===== config.mk =====
export PLATFORM = sky130hd
export DESIGN_NAME = alu_stage
export DESIGN_NICKNAME = d
export VERILOG_FILES = /design/src/rtl/alu_stage.sv
export SDC_FILE = /design/constraint.sdc
export NUM_CORES = 1
export LEC_CHECK = 0
export BUFFER_PORTS_ARGS = -buffer_cell sky130_fd_sc_hd__clkbuf_2
export CAP_MARGIN = 25
export CELL_PAD_IN_SITES_DETAIL_PLACEMENT = 0
export CELL_PAD_IN_SITES_GLOBAL_PLACEMENT = 2
export CORE_MARGIN = 2
export CORE_UTILIZATION = 38
export DETAILED_ROUTE_END_ITERATION = 6
export PLACE_DENSITY_LB_ADDON = 0.15
export SLEW_MARGIN = 20
export SYNTH_ARGS = -nofsm -noshare
export SYNTH_HDL_FRONTEND = slang
export SYNTH_SLANG_ARGS = --single-unit
export TNS_END_PERCENT = 100

===== constraint.sdc =====
create_clock -name clk -period 4.75 [get_ports clk]
set_input_delay 0.2375 -clock clk [delete_from_list [all_inputs] [get_ports clk]]
set_output_delay 0.2375 -clock clk [all_outputs]
set_load 0.01 [all_outputs]

===== src/rtl/alu_stage.sv =====
// rtl/alu_stage.sv - registered ALU execute stage with valid/ready handshakes and sideband
// Optional iterative shift-add multiplier for opcode 10 enabled by defining ALU_MUL_EN.
module alu_stage #(
  parameter int OPERAND_SIZE     = 32,
  parameter int REG_ADDRESS_SIZE = 5,
  parameter int OP_SIZE          = 4
) (
  input  logic                        clk,
  input  logic                        reset_n,
  input  logic                        ALU_in_valid,
  output logic                        ALU_in_ready,
  input  logic [OP_SIZE-1:0]          ALU_op,
  input  logic [OPERAND_SIZE-1:0]     ALU_operand1,
  input  logic [OPERAND_SIZE-1:0]     ALU_operand2,
  input  logic [REG_ADDRESS_SIZE:0]   ALU_static_in,
  output logic                        ALU_out_valid,
  input  logic                        ALU_out_ready,
  output logic [OPERAND_SIZE-1:0]     ALU_result,
  output logic                        ALU_zero,
  output logic                        ALU_illegal,
  output logic [REG_ADDRESS_SIZE:0]   ALU_static_out
);

  localparam int SH = $clog2(OPERAND_SIZE);

  localparam logic [OP_SIZE-1:0] OP_ADD  = OP_SIZE'(0);
  localparam logic [OP_SIZE-1:0] OP_SUB  = OP_SIZE'(1);
  localparam logic [OP_SIZE-1:0] OP_AND  = OP_SIZE'(2);
  localparam logic [OP_SIZE-1:0] OP_OR   = OP_SIZE'(3);
  localparam logic [OP_SIZE-1:0] OP_XOR  = OP_SIZE'(4);
  localparam logic [OP_SIZE-1:0] OP_SLT  = OP_SIZE'(5);
  localparam logic [OP_SIZE-1:0] OP_SLTU = OP_SIZE'(6);
  localparam logic [OP_SIZE-1:0] OP_SLL  = OP_SIZE'(7);
  localparam logic [OP_SIZE-1:0] OP_SRL  = OP_SIZE'(8);
  localparam logic [OP_SIZE-1:0] OP_SRA  = OP_SIZE'(9);
`ifdef ALU_MUL_EN
  localparam logic [OP_SIZE-1:0] OP_MUL  = OP_SIZE'(10);
`endif

  logic [SH-1:0]                  shamt;
  logic signed [OPERAND_SIZE-1:0] sra_res;
  logic [OPERAND_SIZE-1:0]        comb_result;
  logic                           comb_illegal;
  logic                           accept;

  assign shamt   = ALU_operand2[SH-1:0];
  assign sra_res = $signed(ALU_operand1) >>> shamt;
  assign accept  = ALU_in_valid && ALU_in_ready;

  // MUL decodes as illegal here; when the multiplier is present the accept path diverts it.
  always_comb begin
    comb_result  = '0;
    comb_illegal = 1'b0;
    case (ALU_op)
      OP_ADD:  comb_result = ALU_operand1 + ALU_operand2;
      OP_SUB:  comb_result = ALU_operand1 - ALU_operand2;
      OP_AND:  comb_result = ALU_operand1 & ALU_operand2;
      OP_OR:   comb_result = ALU_operand1 | ALU_operand2;
      OP_XOR:  comb_result = ALU_operand1 ^ ALU_operand2;
      OP_SLT:  comb_result = {{(OPERAND_SIZE-1){1'b0}}, $signed(ALU_operand1) < $signed(ALU_operand2)};
      OP_SLTU: comb_result = {{(OPERAND_SIZE-1){1'b0}}, ALU_operand1 < ALU_operand2};
      OP_SLL:  comb_result = ALU_operand1 << shamt;
      OP_SRL:  comb_result = ALU_operand1 >> shamt;
      OP_SRA:  comb_result = sra_res;
      default: comb_illegal = 1'b1;
    endcase
  end

`ifdef ALU_MUL_EN
  typedef enum logic {IDLE, MUL_BUSY} state_t;

  state_t                  state;
  logic [SH-1:0]           step_cnt;
  logic [OPERAND_SIZE-1:0] mul_a;
  logic [OPERAND_SIZE-1:0] mul_b;
  logic [OPERAND_SIZE-1:0] mul_acc;
  logic [OPERAND_SIZE-1:0] mul_acc_next;
  logic [REG_ADDRESS_SIZE:0] mul_static;

  assign mul_acc_next = mul_acc + (mul_b[0] ? mul_a : '0);
  assign ALU_in_ready = (state == IDLE) && (!ALU_out_valid || ALU_out_ready);
`else
  assign ALU_in_ready = !ALU_out_valid || ALU_out_ready;
`endif

  always_ff @(posedge clk or negedge reset_n) begin
    if (!reset_n) begin
      ALU_out_valid  <= 1'b0;
      ALU_result     <= '0;
      ALU_zero       <= 1'b0;
      ALU_illegal    <= 1'b0;
      ALU_static_out <= '0;
`ifdef ALU_MUL_EN
      state      <= IDLE;
      step_cnt   <= '0;
      mul_a      <= '0;
      mul_b      <= '0;
      mul_acc    <= '0;
      mul_static <= '0;
`endif
    end else begin
      if (ALU_out_valid && ALU_out_ready) begin
        ALU_out_valid <= 1'b0;
      end
`ifdef ALU_MUL_EN
      if (accept && ALU_op == OP_MUL) begin
        state      <= MUL_BUSY;
        step_cnt   <= '0;
        mul_a      <= ALU_operand1;
        mul_b      <= ALU_operand2;
        mul_acc    <= '0;
        mul_static <= ALU_static_in;
      end else
`endif
      if (accept) begin
        ALU_out_valid  <= 1'b1;
        ALU_result     <= comb_result;
        ALU_zero       <= (comb_result == '0);
        ALU_illegal    <= comb_illegal;
        ALU_static_out <= ALU_static_in;
      end
`ifdef ALU_MUL_EN
      // One partial product per cycle; the last step writes straight into the output slot.
      if (state == MUL_BUSY) begin
        mul_acc <= mul_acc_next;
        mul_a   <= mul_a << 1;
        mul_b   <= mul_b >> 1;
        if (step_cnt == SH'(OPERAND_SIZE-1)) begin
          state          <= IDLE;
          ALU_out_valid  <= 1'b1;
          ALU_result     <= mul_acc_next;
          ALU_zero       <= (mul_acc_next == '0);
          ALU_illegal    <= 1'b0;
          ALU_static_out <= mul_static;
        end else begin
          step_cnt <= step_cnt + SH'(1);
        end
      end
`endif
    end
  end

endmodule


==> metrics.md <==
| Metric | Value |
|---|---|
| Post-synth EDFFs | 0 |
| Final core occ | 43.8% |
| Vias in the first global route | 12,700 |
| Peak VDD IR | 127 uV |
| Hold WS | 177 ps |
| RSZ-0062 raised after global routing | no |
| ANT nets after route | 0 |
| Psw | 1.16 mW |
| Cts repair resizes | 0 |
| Layout Nets | 1,793 |
| Crit path time final | 4570 ps |
| PortBufs | 119 |
| Worst-margin pin slew | 1080 ps |
| Share of post-route cells with drive strength above 1 | 18.9% |
| Asr flop ratio synth | 100% |
| # rows | 62 |
| Initial core utilization | 38.8% |
| Final setup viols | 0 |
| Post-Layout Inst Area | 0.0126 mm2 |
| GRT Total Usage | 37.3% |
| Critical path class | in2reg |
| Final worst setup slack | 181 ps |
| Combinational power share | 65.9% |
| Number of antenna violations at the first check in global routing | 1 |
| Post-CTS Setup Inserts | 0 |
| Die Y | 176 um |
| Post-DP Area | 0.0125 mm2 |
| CTS tree | done |
| Pre-CTS setup slack | 104 ps |
| Wire per inst | 29.4 um |
| Sw frac | 49.9% |
| Final worst path period share | 96.2% |
| Worst skew pair latency | 290 ps |
| DIE AREA | 0.0309 mm2 |
| First-pass GRT wire length | 86,400 um |
| Type of the tightest min-delay check | in2reg |
| Syn Area/Cell | 7.34 um2 |
| Hold buffer count at CTS | 0 |
| Fin. Hold Viols | 0 |
| P_int | 1.17 mW |
| CP arrival | 4740 ps |
| Setup TNS | 0 ps |
| Clock network fraction of design power | 15.1% |
| Total number of vias | 13,400 |
| Root buf cell | clkbuf_16 |
| Final Max Tran Viols | 0 |
| Clock-pin slew on the worst setup and hold paths | 60 ps |
| Max Buffers Root-to-Sink | 2 |
| Drt drc | 0 |
| Most frequent cells in the layout | nor2_1, nand2_1, a21oi_1 |
| Sequential cell area fraction in the yosys report | 9.15% |
| Worst Path Max Fanout | 10 |
| DRT Pass-1 Iters | 6 |
| CTS buffer count | 5 |
| Startpoint types | primary input |
| Synth Register Bits | 41 |
| Post-DP HPWL | 47,200 um |
| Mapped Cells | 1,527 |
| Flop pwr share | 19.0% |
| Post-Syn Area | 0.0112 mm2 |
| Setup Skew | 6.25 ps |
| Ant. Diodes | 0 |
| Ys flop type | dfrtp_1 |
| Yosys warns | 0 |
| Outcome | finished clean |
| P_leak | 5.41 nW |
| Starting DRT DRC Count | 1,834 |
| Global route overflow | 0 |
| Slew HR | 28.1% |
| Max cap viols | 0 |
| Post-Syn Nets | 1,704 |
| I/O pin total | 120 |
| Power Dens Cells | 184 mW/mm2 |
| Most common cell after layout, fill and taps aside | nor2_1 |
| CTS Sinks | 41 |
| Vias per cell | 6.72 |
| Critical Path End Type | flop |
| H-tree depth | 2 |
| Area grow syn2layout | 12.8% |
| Die X | 176 um |
| Core area | 0.0289 mm2 |
| CP required | 4920 ps |
| Synth cell types | 87 |
| Routed WL | 58,800 um |
| Highest clock rate | 0.219 GHz |
| Largest net degree at the start of global routing | 62 |
| Global placement routability congestion | 1.01 |
power by group through the flow:
| stage | combinational, mW | clock [mW] | sequential (mW) |
|---|---|---|---|
| 2_1_floorplan | 0.865 | 0 | 0.476 |
| 3_3_place_gp | 1.50 | 0 | 0.448 |
| 3_5_place_dp | 1.48 | 0 | 0.450 |
| 4_1_cts | 1.49 | 0.359 | 0.444 |
| 5_1_grt | 1.63 | 0.378 | 0.451 |
| 6_report | 1.54 | 0.352 | 0.443 |
sequential cells by signal, indices dropped and copies added, names as in the netlist:
name,cells
ALU_zero,1
ALU_static_out,6
ALU_out_valid,1
ALU_illegal,1
ALU_result,32
cells in the mapped netlist (21+ instances only):
master	instances	area share [%]
nand2_1	130	4.4
nor2_1	130	4.4
nor4_1	23	1.3
o211ai_1	25	1.7
nand2b_1	21	1.2
a21oi_1	118	5.3
dfrtp_1	41	9.2
mux2i_1	49	4.4
o22ai_1	36	2.0
mux2_2	41	4.1
nand3_1	31	1.4
inv_1	94	3.1
mux4_2	36	7.2
ha_1	97	11
nor3_1	42	1.9
clkbuf_1	82	2.7
a211oi_1	29	1.9
o21ai_0	76	3.4
worst max-delay path, cell delays in order:
cell       delay [ps]
clkbuf_2          260
inv_1             150
ha_1              470
buf_4             230
nand4_1           100
a2111oi_0         820
a21oi_1           200
nand2_1           120
a21oi_1           120
o41ai_1           600
a311oi_1          220
xnor2_1           180
a221oi_1          450
o211ai_1          250
mux2_1            330
metal layers:
metal | global-route usage (%) | vias to the layer above | wire, um
met1 | 52.7 | 6464 | 24800
li1 | - | 5985 | -
met4 | 13.5 | 0 | 2600
met2 | 57.7 | 855 | 25600
met3 | 5.32 | 136 | 5760
met5 | 0 | - | 0
logic make-up after synthesis:
kind of cell             count (synthesis)  share of synthesized area, %
AO/OA/AOI/OAI                          519                          31.5
XOR/XNOR                                15                          1.17
adder cells (fa/ha/maj)                 99                          11.2
buffers and inverters                  217                          7.75
flip-flops                              41                          9.15
multiplexers                           146                          17.7
AND/OR/NAND/NOR                        490                          21.5
final cells by class:
type / count / area (um2)
tap: 384 / 480
multi-input combinational: 1269 / 9360
inverter: 102 / 383
fill: 3080 / 16200
clock buffer: 6 / 139
sequential: 41 / 1030
clock inverter: 2 / 13.8
timing repair buffer: 197 / 1240
through the flow:
| step | instances | power [mW] |
|---|---|---|
| after floorplan | 1527 | 1.34 |
| after detailed placement | 1991 | 1.93 |
| after CTS | 1999 | 2.29 |
| after global routing | 2001 | 2.46 |
| after global placement | 1991 | 1.95 |
| final | 2001 | 2.33 |
worst paths after layout:
path | depth (start not counted) | slack, ps | start | to
min in group asynchronous | 2 | 370 | reset_n | ALU_result[28]
worst max-delay path | 15 | 180 | ALU_operand1[13] | ALU_result[31]
worst min register to register | 2 | 490 | ALU_result[20] | ALU_result[20]
max in group asynchronous | 3 | 3930 | reset_n | ALU_result[7]
worst min-delay path | 2 | 180 | ALU_static_in[5] | ALU_static_out[5]
worst max register to register | 10 | 1960 | ALU_out_valid | ALU_zero
Power figures use the tool's default switching activity.
